$ cat config.mk
export PLATFORM = sky130hd
export DESIGN_NAME = i2s_tx_serializer
export DESIGN_NICKNAME = d
export VERILOG_FILES = /design/src/rtl/i2s_tx_serializer.sv
export SDC_FILE = /design/constraint.sdc
export NUM_CORES = 1
export LEC_CHECK = 0
export CAP_MARGIN = 40
export CORE_UTILIZATION = 55
export CTS_BUF_LIST = sky130_fd_sc_hd__clkbuf_16
export DETAILED_ROUTE_END_ITERATION = 7
export GPL_TIMING_DRIVEN = 0
export PLACE_DENSITY = 0.8
export SLEW_MARGIN = 20
export SYNTH_ARGS = -nofsm -noshare
export SYNTH_HDL_FRONTEND = slang
export SYNTH_SLANG_ARGS = --single-unit
$ cat constraint.sdc
create_clock -name clk_clkin -period 5.7 [get_ports clk_clkin]
set_input_delay 0.57 -clock clk_clkin [delete_from_list [all_inputs] [get_ports clk_clkin]]
set_output_delay 0.57 -clock clk_clkin [all_outputs]
set_load 0.005 [all_outputs]
$ cat src/rtl/i2s_tx_serializer.sv
// i2s_tx_serializer: serialises stereo PCM pairs onto an I2S data line with matching LRCLK.
// Everything runs on clk_clkin; bclk_in is a sampled level whose falling edge enables updates.
module i2s_tx_serializer #(
    parameter int DATA_W = 24,
    parameter int SLOT_W = 32,
    parameter int CNT_W  = 6
) (
    input  logic                     clk_clkin,
    input  logic                     reset,
    input  logic                     bclk_in,
    input  logic                     enable,
    input  logic signed [DATA_W-1:0] in_left,
    input  logic signed [DATA_W-1:0] in_right,
    input  logic                     in_valid,
    output logic                     in_ready,
    output logic                     bclk_out,
    output logic                     lrclk,
    output logic                     sdata,
    output logic                     underrun
);

    localparam logic [CNT_W-1:0] K_LAST   = CNT_W'(SLOT_W - 1);
    localparam logic [CNT_W-1:0] K_DATA_W = CNT_W'(DATA_W);

    typedef enum logic [1:0] {
        IDLE  = 2'd0,
        SYNC  = 2'd1,
        RUN   = 2'd2,
        DRAIN = 2'd3
    } state_t;

    state_t state, state_nxt;

    logic                     bclk_d;
    logic                     fall;
    logic                     xfer;
    logic                     load;
    logic                     wrap;
    logic                     hold_full;
    logic signed [DATA_W-1:0] hold_left;
    logic signed [DATA_W-1:0] hold_right;
    logic signed [DATA_W-1:0] active_left;
    logic signed [DATA_W-1:0] active_right;
    logic [CNT_W-1:0]         k;
    logic [CNT_W-1:0]         k_nxt;
    logic [CNT_W-1:0]         k_inc;
    logic                     lrclk_nxt;
    logic                     lrclk_inc;
    logic                     sdata_nxt;
    logic                     sdata_ser;

    // Bit k of a slot carries ch[DATA_W-k] for k in 1..DATA_W; slot bit 0 and the tail are zero.
    function automatic logic slot_bit(input logic signed [DATA_W-1:0] ch,
                                      input logic [CNT_W-1:0]         kk);
        logic [DATA_W-1:0] sh;
        sh = ch;
        sh = sh << (kk - CNT_W'(1));
        if (kk == '0 || kk > K_DATA_W) begin
            return 1'b0;
        end
        return sh[DATA_W-1];
    endfunction

    assign fall      = bclk_d & ~bclk_in;
    assign xfer      = in_valid & in_ready;
    assign wrap      = (k == K_LAST);
    assign k_inc     = wrap ? '0 : k + CNT_W'(1);
    assign lrclk_inc = wrap ? ~lrclk : lrclk;
    assign sdata_ser = slot_bit(lrclk_inc ? active_right : active_left, k_inc);
    assign in_ready  = ~hold_full;
    assign bclk_out  = bclk_d;

    always_ff @(posedge clk_clkin) begin
        if (reset) begin
            state <= IDLE;
        end else begin
            state <= state_nxt;
        end
    end

    always_comb begin
        state_nxt = state;
        k_nxt     = k;
        lrclk_nxt = lrclk;
        sdata_nxt = sdata;
        load      = 1'b0;
        case (state)
            IDLE: begin
                k_nxt     = '0;
                lrclk_nxt = 1'b0;
                sdata_nxt = 1'b0;
                if (enable) begin
                    state_nxt = SYNC;
                end
            end
            SYNC: begin
                if (!enable) begin
                    state_nxt = IDLE;
                end else if (fall) begin
                    k_nxt     = '0;
                    lrclk_nxt = 1'b0;
                    sdata_nxt = 1'b0;
                    load      = 1'b1;
                    state_nxt = RUN;
                end
            end
            RUN: begin
                if (fall) begin
                    k_nxt     = k_inc;
                    lrclk_nxt = lrclk_inc;
                    sdata_nxt = sdata_ser;
                    load      = wrap & lrclk;
                end
                if (!enable) begin
                    state_nxt = DRAIN;
                end
            end
            DRAIN: begin
                // The right slot finishes; the boundary that would start a new frame parks the line.
                if (fall) begin
                    if (wrap && lrclk) begin
                        k_nxt     = '0;
                        lrclk_nxt = 1'b0;
                        sdata_nxt = 1'b0;
                        state_nxt = IDLE;
                    end else begin
                        k_nxt     = k_inc;
                        lrclk_nxt = lrclk_inc;
                        sdata_nxt = sdata_ser;
                    end
                end
            end
            default: begin
                state_nxt = IDLE;
            end
        endcase
    end

    always_ff @(posedge clk_clkin) begin
        if (reset) begin
            bclk_d       <= 1'b0;
            k            <= '0;
            lrclk        <= 1'b0;
            sdata        <= 1'b0;
            underrun     <= 1'b0;
            hold_full    <= 1'b0;
            hold_left    <= '0;
            hold_right   <= '0;
            active_left  <= '0;
            active_right <= '0;
        end else begin
            bclk_d   <= bclk_in;
            k        <= k_nxt;
            lrclk    <= lrclk_nxt;
            sdata    <= sdata_nxt;
            underrun <= load & ~hold_full;
            // A load in the same cycle as a transfer sees the buffer as it was before the transfer.
            if (xfer) begin
                hold_left  <= in_left;
                hold_right <= in_right;
                hold_full  <= 1'b1;
            end else if (load) begin
                hold_full <= 1'b0;
            end
            if (load) begin
                active_left  <= hold_full ? hold_left  : '0;
                active_right <= hold_full ? hold_right : '0;
            end
        end
    end

endmodule

Yosys cells after proc, flatten, opt, wreduce, memory -nomap -nowiden
Cells that the tools add are included.
{"block": "op_classes", "n_eq_ne": 12, "n_addsub": 2, "shift": 1, "n_bitwise": 7, "order_cmp": 1, "reduce_logical": 7, "mux": 37}
{"operator": "24-bit 2-to-1 mux", "n": 3}
{"operator": "6-bit 2-to-1 mux", "n": 6}
{"operator": "6-bit case mux with 4 select lines", "n": 1}
{"operator": "24-bit by 6-bit left shift with 24-bit output", "n": 1}
{"operator": "1-bit 2-to-1 mux", "n": 17}
{"operator": "2-bit != test, second input constant", "n": 7}
{"operator": "2-bit 2-to-1 mux", "n": 6}
{"operator": "1-bit case mux with 4 select lines", "n": 2}
{"operator": "2-bit case mux with 4 select lines", "n": 1}
{"operator": "6-bit by 1-bit adder with 6-bit output, second input constant", "n": 1}
{"operator": "6-bit by 5-bit == test with 1-bit output, second input constant", "n": 1}
{"operator": "6-bit by 5-bit > comparator with 1-bit output, second input constant", "n": 1}
{"operator": "6-bit logical NOT", "n": 1}
{"operator": "6-bit by 1-bit subtractor with 6-bit output, second input constant", "n": 1}
{"operator": "5-bit AND reduction", "n": 1}
{"operator": "1-bit bitwise AND", "n": 4}
{"operator": "2-bit == test, second input constant", "n": 2}
{"operator": "4-bit AND reduction", "n": 1}
{"operator": "3-bit != test, second input constant", "n": 1}
{"operator": "1-bit NOT", "n": 3}
{"operator": "2-bit by 1-bit == test with 1-bit output, second input constant", "n": 1}
{"operator": "2-bit logical NOT", "n": 1}
{"operator": "1-bit case mux with 2 select lines", "n": 1}
{"operator": "2-bit nonzero test", "n": 1}
{"operator": "2 further kinds", "n": 2}
{"block": "totals", "reg_bits": 109, "output_inout_bits": 5, "in_bits": 53, "elab_cells": 78}

Longest topological paths before layout
Gate-level depths: netlist (run 1).
{"block": "logic_depth", "ltp_word": 9, "mapped_depth": 15, "depth_no_buf": 12}

Worst setup path before layout (run 1)
Ideal clock, no wire load.
{"block": "synth_timing", "kind": "reg-to-reg", "from": "register k[1]", "to": "register sdata", "n_path_buf": 2, "stages_incl_launch_ff": 15, "required_time_ns": 5.583, "t_arrival_ns": 2.760, "setup_time_ns": 0.117, "setup_slack_ns": 2.823, "period_less_slack_ns": 2.877, "path_cell_list": "dfxtp_1 > ha_1 > buf_4 > nand3_4 > or2_4 > inv_1 > ha_1 > buf_4 > mux4_2 > o211a_1 > a211oi_1 > a41oi_1 > mux2i_1 > o22ai_1 > a32o_1"}
{"block": "synth_via", "elab_chain_cells": 9, "word_cells_on_any_way": 17, "classes_between": "add/sub: 2; order compare: 1; eq/ne: 1; shift: 1; mux: 9; reduce/logical: 3"}
{"element": "from (decl)", "line": "44", "text": "logic [CNT_W-1:0] k;"}
{"element": "from (signal assigned)", "line": "153", "text": "k <= k_nxt;"}
{"element": "parallel branches: the longest is 8 deep, another holds 6-bit by 1-bit adder with 6-bit output"}
{"element": "1-bit case mux with 4 select lines *", "line": "87", "text": "case (state)"}
{"element": "to (signal assigned)", "line": "155", "text": "sdata <= sdata_nxt;"}
{"element": "to (decl)", "line": "18", "text": "output logic sdata,"}
Mark *: on every way between the ends. The select of a mux whose other input is x is not followed.
A chain may end at the register's enable or synchronous reset.

Worst setup path in the final report (run 1)
Ends and elaborated chain as after synthesis.

==> reports/qor.yml, run 1 <==
place:
  post-dp-hpwl_um: 7520
  dp_slack_ps: 2440
  place_inst: 644
  place.port_buffers: 56
  gp_congestion: 0.827
grt:
  grt_antenna_before_repair: 0
  grt_max_degree: 18
  first_global_vias: 3565
  grt_usage: 0.258
  grt_remaining_overflow: 0
  grt_first_pass_wirelength_um: 17100
layout:
  antenna_cells: 0
  nFillCells: 619
  final_cells: 660
  num-nets-final: 614
  area_growth_pct: 21.4
  drive_above_1_share: 0.0753
floorplanning:
  coreArea_sq_um: 7810
  die_area_sq_um: 8480
  die_y_um: 92.1
  ios: 58
  rows: 32
  initial_core_util: 0.572
  die_w_um: 92.1
setup_path:
  crit_path_max_incr_delay_ps: 410
  path_max_fanout: 10
  cp_data_arrival_time_ps: 3560
  worstSetupStartpointType: "flop"
  cp_num_buf_inv: 4
  crit_chain: "ha_1, buf_4, nand3_4, or2_4, inv_1, ha_1, buf_4, buf_2, mux4_2, a211oi_1, a21oi_1, mux2i_1, o22ai_1, a32o_1"
  critPathKind: "reg2reg"
  cp_top_family: "buffers and inverters"
  end_kind: "flop"
  cp_slowest_cell: "dfxtp_1"
  cp.required_ps: 5930
cts:
  htree_levels: 3
  cts_buffer_depth: 2
  cts-resized-gates: 0
  insertion_delay_ps: 340
  cts_setup_buffers: 0
  holdBufCountCts: 0
  cts_tree: "yes"
  clk_pin_slew_ps: 70
  cts_buffers: 9
  cts.sinks: 109
  cts_root_buf: "clkbuf_16"
route:
  wl_met2_um: 5040
  num_vias: 3741
  totalWireLength_um: 10200
  top_layer_used: "met4"
  met1_length_um: 4480
  viasPerCell: 5.67
  drcViolationCount: 0
  drt_iter0_drc: 165
  first_pass_iters: 5
  postRouteAntennaNets: 0
  wl_per_cell_um: 15.5
  wl_met3_um: 455
logic_synthesis:
  synth-edff-count: 0
  avgSynthCellArea_sq_um: 9.19
  synth_fp_nets: 547
  yosysWarnings: 0
  synth.distinct_cells: 48
  synth_area_leaders: "dfxtp_1 49%, a22o_1 9.4%, nand2_1 8.9%"
  synth_top_area_frac: 0.489
  ys.flop_type: "dfxtp_1"
  synth_seq_cells: 109
  syn_inst: 486
  syn_area_sq_um: 4470
  synthArstFlopShare: 0
  synth.yosys.seq_area_share: 0.489
  yosys.area.top_type: "dfxtp_1"
job:
  maxCapViolCount: 0
sta:
  final-setup-viol-count: 0
  clock_skew_ps: 7.98
  finalHoldViolations: 0
  fin_tns_setup_ps: 0
  max_freq_ghz: 0.300
  worst_pin_slew_ps: 879
  slew_headroom: 0.399
  fin_crit_ps: 3330
  finalCritPeriodShare: 0.584
  slew_violations: 0
  setup_ws_ps: 2370
  rsz0062_at_grt: "no"
hold_path:
  hold_class: "reg2reg"
power_and_ir_drop:
  ir_drop_v: 0.000175
  leakage_nw: 2.09
  power_density_nw_per_um2: 277
run_status:
  status: "finished clean"
==> per-stage QoR <==
stage / instance area, sq um / total power, mW / util / hold WS, ps
after floorplan: 4470 / 0.889 / - / 436
after global placement: 5150 / 0.950 / 0.660 / 441
after detailed placement: 5150 / 0.956 / 0.660 / 446
after CTS: 5420 / 1.51 / 0.694 / 455
after global routing: 5420 / 1.56 / 0.694 / 474
final: 5420 / 1.50 / 0.694 / 455
==> worst paths after layout <==
check | start | to | slack, ps | depth (start not counted)
setup / recovery | k[1] | sdata | 2370 | 14
hold / removal | hold_right[8] | hold_right[8] | 460 | 2
setup reg to reg | k[1] | sdata | 2370 | 14
hold reg to reg | hold_right[8] | hold_right[8] | 460 | 2
==> logic make-up (layout without fill, tap and decap cells) <==
group | after synthesis | in the layout | share of synthesized area
AO/OA/AOI/OAI | 144 | 144 | 0.224
XOR/XNOR | 4 | 4 | 0.0115
adder cells (fa/ha/maj) | 8 | 8 | 0.0224
buffers and inverters | 44 | 116 | 0.0434
flip-flops | 109 | 109 | 0.489
multiplexers | 15 | 15 | 0.0510
AND/OR/NAND/NOR | 162 | 162 | 0.159
==> cell type report <==
type | instances | area (sq um) | share of cell area
Buffer | 38 | 171 | 0.0316
Clock buffer | 9 | 225 | 0.0416
Clock inverter | 7 | 41.3 | 0.00762
Inverter | 6 | 22.5 | 0.00416
Multi-Input combinational cell | 333 | 2090 | 0.386
Sequential cell | 109 | 2180 | 0.403
Tap cell | 102 | 128 | 0.0235
Timing Repair Buffer | 56 | 561 | 0.103
==> worst min-delay path, cell delays in order, from the launching register on <==
cell and delay, ps:
dfxtp_1 310, nand2_1 50, a21oi_1 50
==> registers in the layout, indices dropped and copies added (netlist names), named ones only <==
name          cells
active_left      24
active_right     24
bclk_out          1
hold_full         1
hold_left        24
hold_right       24
k                 6
lrclk             1
sdata             1
state             1
underrun          1
==> cell usage in the layout, fill, tap and decap left out, types with 2 or more instances in the layout <==
master,count
buf_2,11
a41oi_1,3
a21oi_1,62
mux4_2,6
clkdlybuf4s50_1,56
inv_1,8
nor3_1,6
buf_1,6
xor2_1,3
mux2i_1,7
nand4_1,2
mux2_2,2
o21ai_0,6
a22o_1,48
nor2b_1,12
or3_1,2
a22oi_1,3
nand2_1,106
dfxtp_1,109
nand3_1,3
nor2_1,20
buf_4,2
ha_1,8
a2111oi_0,2
a221oi_1,3
nand2b_1,4
inv_6,2
clkbuf_16,9
clkbuf_1,18
a211oi_1,5
==> routing by layer <==
layer  track usage  vias up
met1         0.332     1774
met5             0        -
met4        0.0898        0
li1              -     1849
met2         0.432       99
met3        0.0498       19
==> power breakdown <==
| part | internal, mW | total (mW) | switching (mW) | leakage (nW) |
|---|---|---|---|---|
| combinational | 0.0624 | 0.139 | 0.0768 | 1.07 |
| clock | 0.294 | 0.562 | 0.267 | 0.136 |
| sequential | 0.785 | 0.800 | 0.0150 | 0.886 |
==> synth_stat cells, types with 2 or more instances <==
cell / n
dfxtp_1: 109
nand2_1: 106
a21oi_1: 62
a22o_1: 48
nor2_1: 20
clkbuf_1: 18
nor2b_1: 12
buf_2: 11
ha_1: 8
mux2i_1: 7
buf_1: 6
inv_1: 6
mux4_2: 6
nor3_1: 6
o21ai_0: 6
a211oi_1: 5
nand2b_1: 4
a221oi_1: 3
a22oi_1: 3
a41oi_1: 3
nand3_1: 3
xor2_1: 3
a2111oi_0: 2
buf_4: 2
mux2_2: 2
nand4_1: 2
or3_1: 2
Power figures use the tool's default switching activity.
==> run 2, diff against run 1 <==
==> constraint.sdc (replaced) <==
create_clock -name clk_clkin -period 3.5 [get_ports clk_clkin]
set_input_delay 0.35 -clock clk_clkin [delete_from_list [all_inputs] [get_ports clk_clkin]]
set_output_delay 0.35 -clock clk_clkin [all_outputs]
set_load 0.005 [all_outputs]
==> run 2 against run 1 <==
  * Final area about the same
  * Clock power increased by 64%
  * First-iteration DRC count decreased by 1.2%
  * Clock skew increased by 1.5 ps
  * Hold slack improved by 0.92 ps
  * Sequential power increased by 62%
  * Power increased by 63%
  * Via count decreased by 0.19%
  * Critical path depth unchanged
  * Maximum frequency increased by 2.7%
  * Critical path type unchanged
  * Critical endpoint unchanged
  * Largest cell class unchanged
==> reports/qor.yml, run 2 (synthesis gave the netlist of run 1 again) <==
run_status:
  status: "finished clean"
cts:
  htree_levels: 3
  cts_buffer_depth: 2
  cts_root_buf: "clkbuf_16"
  cts-resized-gates: 0
  cts_buffers: 9
  insertion_delay_ps: 340
  cts_setup_buffers: 0
  holdBufCountCts: 0
  cts.sinks: 109
  clk_pin_slew_ps: 60
  cts_tree: "yes"
sta:
  finalCritPeriodShare: 0.926
  final-setup-viol-count: 0
  setup_ws_ps: 260
  fin_crit_ps: 3240
  slew_headroom: 0.394
  slew_violations: 0
  worst_pin_slew_ps: 886
  finalHoldViolations: 0
  max_freq_ghz: 0.309
  fin_tns_setup_ps: 0
  rsz0062_at_grt: "no"
  clock_skew_ps: 9.47
layout:
  final_cells: 660
  antenna_cells: 0
  num-nets-final: 614
  final_cell_mix: "109 x dfxtp_1, 106 x nand2_1, 62 x a21oi_1"
  drive_above_1_share: 0.0771
  area_growth_pct: 21.4
  mostFrequentLayoutCell: "dfxtp_1"
grt:
  grt_max_degree: 18
  grt_remaining_overflow: 0
  first_global_vias: 3565
  grt_antenna_before_repair: 0
  grt_usage: 0.258
  grt_first_pass_wirelength_um: 17100
route:
  postRouteAntennaNets: 0
  wl_per_cell_um: 15.5
  drt_iter0_drc: 163
  viasPerCell: 5.66
  drcViolationCount: 0
  num_vias: 3734
  first_pass_iters: 4
  totalWireLength_um: 10300
setup_path:
  end_kind: "flop"
  cp.required_ps: 3730
  reg2reg_depth: 14
  critPathKind: "reg2reg"
  worstSetupStartpointType: "flop"
  path_max_fanout: 10
  r2r_slack_ps: 260
  cp_data_arrival_time_ps: 3470
  r2r-end: "sdata"
  r2r-start: "k[1]"
hold_path:
  hold_path_end: "hold_right[8]"
  whs_path_depth: 2
  hold_class: "reg2reg"
  worstHoldStart: "hold_right[8]"
floorplanning:
  coreArea_sq_um: 7810
  die_area_sq_um: 8480
  die_y_um: 92.1
  ios: 58
  rows: 32
  die_w_um: 92.1
  initial_core_util: 0.572
power_and_ir_drop:
  p_comb_frac: 0.092
  p_sw_frac: 0.241
  power_density_nw_per_um2: 452
  ir_drop_v: 0.000288
  power.switching_uw: 589
  p_int_mw: 1.86
  leakage_nw: 2.09
  seqPwrFrac: 0.532
  power_mw: 2.45
  pwr-share-clk: 0.375
place:
  place_inst: 644
  post-dp-hpwl_um: 7520
  dp_slack_ps: 237
  gp_congestion: 0.827
  place.port_buffers: 56
job:
  maxCapViolCount: 0
-- run 2: cell type report --
cell class,count,area [sq um]
buffer,38,174
clock buffer,9,225
clock inverter,7,41.3
fill,620,2380
inverter,6,22.5
multi-input combinational,333,2090
sequential,109,2180
tap,102,128
timing repair buffer,56,561
-- run 2: worst max path at each step --
stage	to	start	slack, ps
after floorplan	sdata	k[1]	620
after global placement	sdata	k[1]	290
after detailed placement	sdata	k[1]	240
after CTS	sdata	k[1]	210
after global routing	sdata	k[1]	50
final	sdata	k[1]	260
-- run 2: metrics by stage --
stage	instance area [sq um]	hold WS (ps)	utilization
3_3_place_gp	5150	441	0.660
5_1_grt	5420	474	0.695
4_1_cts	5420	455	0.694
2_1_floorplan	4470	436	-
6_report	5420	456	0.695
3_5_place_dp	5150	446	0.660
-- run 2: power groups by stage --
stage                     Combinational (mW)  Clock (mW)  Sequential [mW]
after detailed placement               0.225           0             1.33
after floorplan                        0.124           0             1.32
final                                  0.226       0.919             1.30
after CTS                              0.226       0.924             1.30
after global routing                   0.255       0.980             1.31
after global placement                 0.218           0             1.33
-- run 2: layer usage --
metal	GRT usage	wire, um
met3	0.0498	411
met2	0.432	5090
met4	0.0898	222
met5	0	0
met1	0.332	4540
-- run 2: critical path, stage by stage (launching register included) --
cell and delay, ps:
dfxtp_1 410, ha_1 180, buf_4 170, nand3_4 140, or2_4 310, inv_2 110, ha_1 230, buf_4 190
clkbuf_4 230, mux4_2 310, a211oi_1 260, a21oi_1 100, mux2i_1 150, o22ai_1 120, a32o_1 210
==> run 3, diff against run 2 <==
--- a/config.mk
+++ b/config.mk
@@ -6,11 +6,13 @@
 export NUM_CORES = 1
 export LEC_CHECK = 0
 export CAP_MARGIN = 40
-export CORE_UTILIZATION = 55
+export CELL_PAD_IN_SITES_DETAIL_PLACEMENT = 0
+export CELL_PAD_IN_SITES_GLOBAL_PLACEMENT = 1
+export CORE_UTILIZATION = 42
 export CTS_BUF_LIST = sky130_fd_sc_hd__clkbuf_16
 export DETAILED_ROUTE_END_ITERATION = 7
 export GPL_TIMING_DRIVEN = 0
-export PLACE_DENSITY = 0.8
+export PLACE_DENSITY_LB_ADDON = 0.1
 export SLEW_MARGIN = 20
 export SYNTH_ARGS = -nofsm -noshare
 export SYNTH_HDL_FRONTEND = slang
==> run 3 against run 2 <==
  * Hold slack improved by 0.85 ps
  * Power up 0.99%
  * Critical path depth is the same
  * Clock power up 2.5%
  * Worst setup slack improved by 21 ps
  * Via count is 2.3% lower
  * Final cell count grew 5.2%
  * Utilization fell by 16 points
  * Die area up 30%
  * Critical path type unchanged
  * Largest power group unchanged
  * Highest routed layer unchanged
==> reports/qor.yml, run 3 (synthesis gave the netlist of run 1 again) <==
run_status:
  status: "finished clean"
route:
  postRouteAntennaNets: 0
  drcViolationCount: 0
  wl_per_cell_um: 15.1
  num_vias: 3648
  totalWireLength_um: 10500
  viasPerCell: 5.26
  drt_iter0_drc: 149
  first_pass_iters: 4
setup_path:
  r2r_slack_ps: 280
  cp_num_buf_inv: 4
  startpoint: "k[0]"
  crit_path_end: "sdata"
  cp_data_arrival_time_ps: 3460
  crit_path_max_incr_delay_ps: 380
  worstSetupStartpointType: "flop"
  r2r-end: "sdata"
  reg2reg_depth: 14
  r2r-start: "k[0]"
  end_kind: "flop"
  critPathKind: "reg2reg"
  worstSetupPathDepth: 14
  cp_top_family: "buffers and inverters"
  cp.required_ps: 3740
  cp_slowest_cell: "dfxtp_1"
  crit_chain: "ha_1, buf_4, nand3_4, or2_4, inv_1, ha_1, buf_4, clkbuf_4, mux4_2, a211oi_1, a41oi_1, mux2i_1, o22ai_1, a32o_1"
  path_max_fanout: 10
floorplanning:
  coreArea_sq_um: 10300
  die_area_sq_um: 11000
  die_w_um: 105
  ios: 58
  die_y_um: 105
  initial_core_util: 0.433
  rows: 37
sta:
  clock_skew_ps: 5.32
  rsz0062_at_grt: "no"
  worst_hold_slack_ps: 457
  max_freq_ghz: 0.311
  finalHoldViolations: 0
  slew_headroom: 0.572
  finalCritPeriodShare: 0.920
  fin_crit_ps: 3220
  worst_pin_slew_ps: 642
  fin_tns_setup_ps: 0
  final-setup-viol-count: 0
  slew_violations: 0
power_and_ir_drop:
  ir_drop_v: 0.000230
  leakage_nw: 2.10
  power_mw: 2.47
  power_density_nw_per_um2: 452
cts:
  cts_root_buf: "clkbuf_16"
  insertion_delay_ps: 350
  cts_setup_buffers: 0
  cts_tree: "yes"
  cts.sinks: 109
  htree_levels: 3
  clk_pin_slew_ps: 70
  cts_buffer_depth: 2
  cts_buffers: 9
grt:
  grt_first_pass_wirelength_um: 17700
  grt_max_degree: 19
  first_global_vias: 3576
  grt_remaining_overflow: 0
  grt_usage: 0.206
  grt_antenna_before_repair: 0
hold_path:
  hold_class: "reg2reg"
  worstHoldStart: "hold_right[17]"
layout:
  antenna_cells: 0
  fin_util: 0.530
  mostFrequentLayoutCell: "dfxtp_1"
  num-nets-final: 615
  area_growth_pct: 22.6
  final_cell_mix: "108 x dfxtp_1, 106 x nand2_1, 62 x a21oi_1"
  drive_above_1_share: 0.0806
job:
  maxCapViolCount: 0
place:
  place.port_buffers: 56
  post-dp-hpwl_um: 7840
  gp_congestion: 0.734
[run 3: layout make-up]
| class | count | area [sq um] |
|---|---|---|
| Buffer | 38 | 174 |
| Clock buffer | 9 | 225 |
| Clock inverter | 6 | 47.5 |
| Fill cell | 992 | 4850 |
| Inverter | 6 | 22.5 |
| Multi-Input combinational cell | 333 | 2090 |
| Sequential cell | 109 | 2180 |
| Tap cell | 136 | 170 |
| Timing Repair Buffer | 57 | 564 |
[run 3: power by group]
group / switching [mW] / internal [mW] / total, mW
Sequential: 0.0249 / 1.28 / 1.30
Combinational: 0.124 / 0.103 / 0.227
Clock: 0.456 / 0.486 / 0.942
[run 3: tightest hold or removal path, stage by stage (launching register included)]
cell,delay (ps)
dfxtp_1,310
nand2_1,50
a21oi_1,50
[run 3: per-layer routing]
metal  vias to the layer above  GRT usage  wire length (um)
met5                         -          0                 0
met4                         0     0.0755               173
met3                        14     0.0368               286
met2                        55      0.346              5150
met1                      1728      0.263              4850
li1                       1851          -                 -
[run 3: timing repair]
action,CTS,global route
resized for setup,0,2
endpoints found under the setup margin,0,1
hold buffers,0,0
endpoints found under the hold margin,0,0
[run 3: stage by stage]
stage	worst slack (ps)	cells	cell area, sq um
finish	281	694	5480
global placement	216	678	5200
floorplan	623	486	4470
global route	30.2	694	5480
detailed placement	219	679	5200
CTS	197	694	5470
[run 3: worst min-delay path by stage]
stage | to | slack, ps | cells past startpoint
floorplan | hold_left[0] | 440 | 2
global placement | hold_right[17] | 440 | 2
detailed placement | hold_right[17] | 450 | 2
CTS | hold_right[17] | 460 | 2
global route | hold_right[8] | 470 | 2
finish | hold_right[17] | 460 | 2
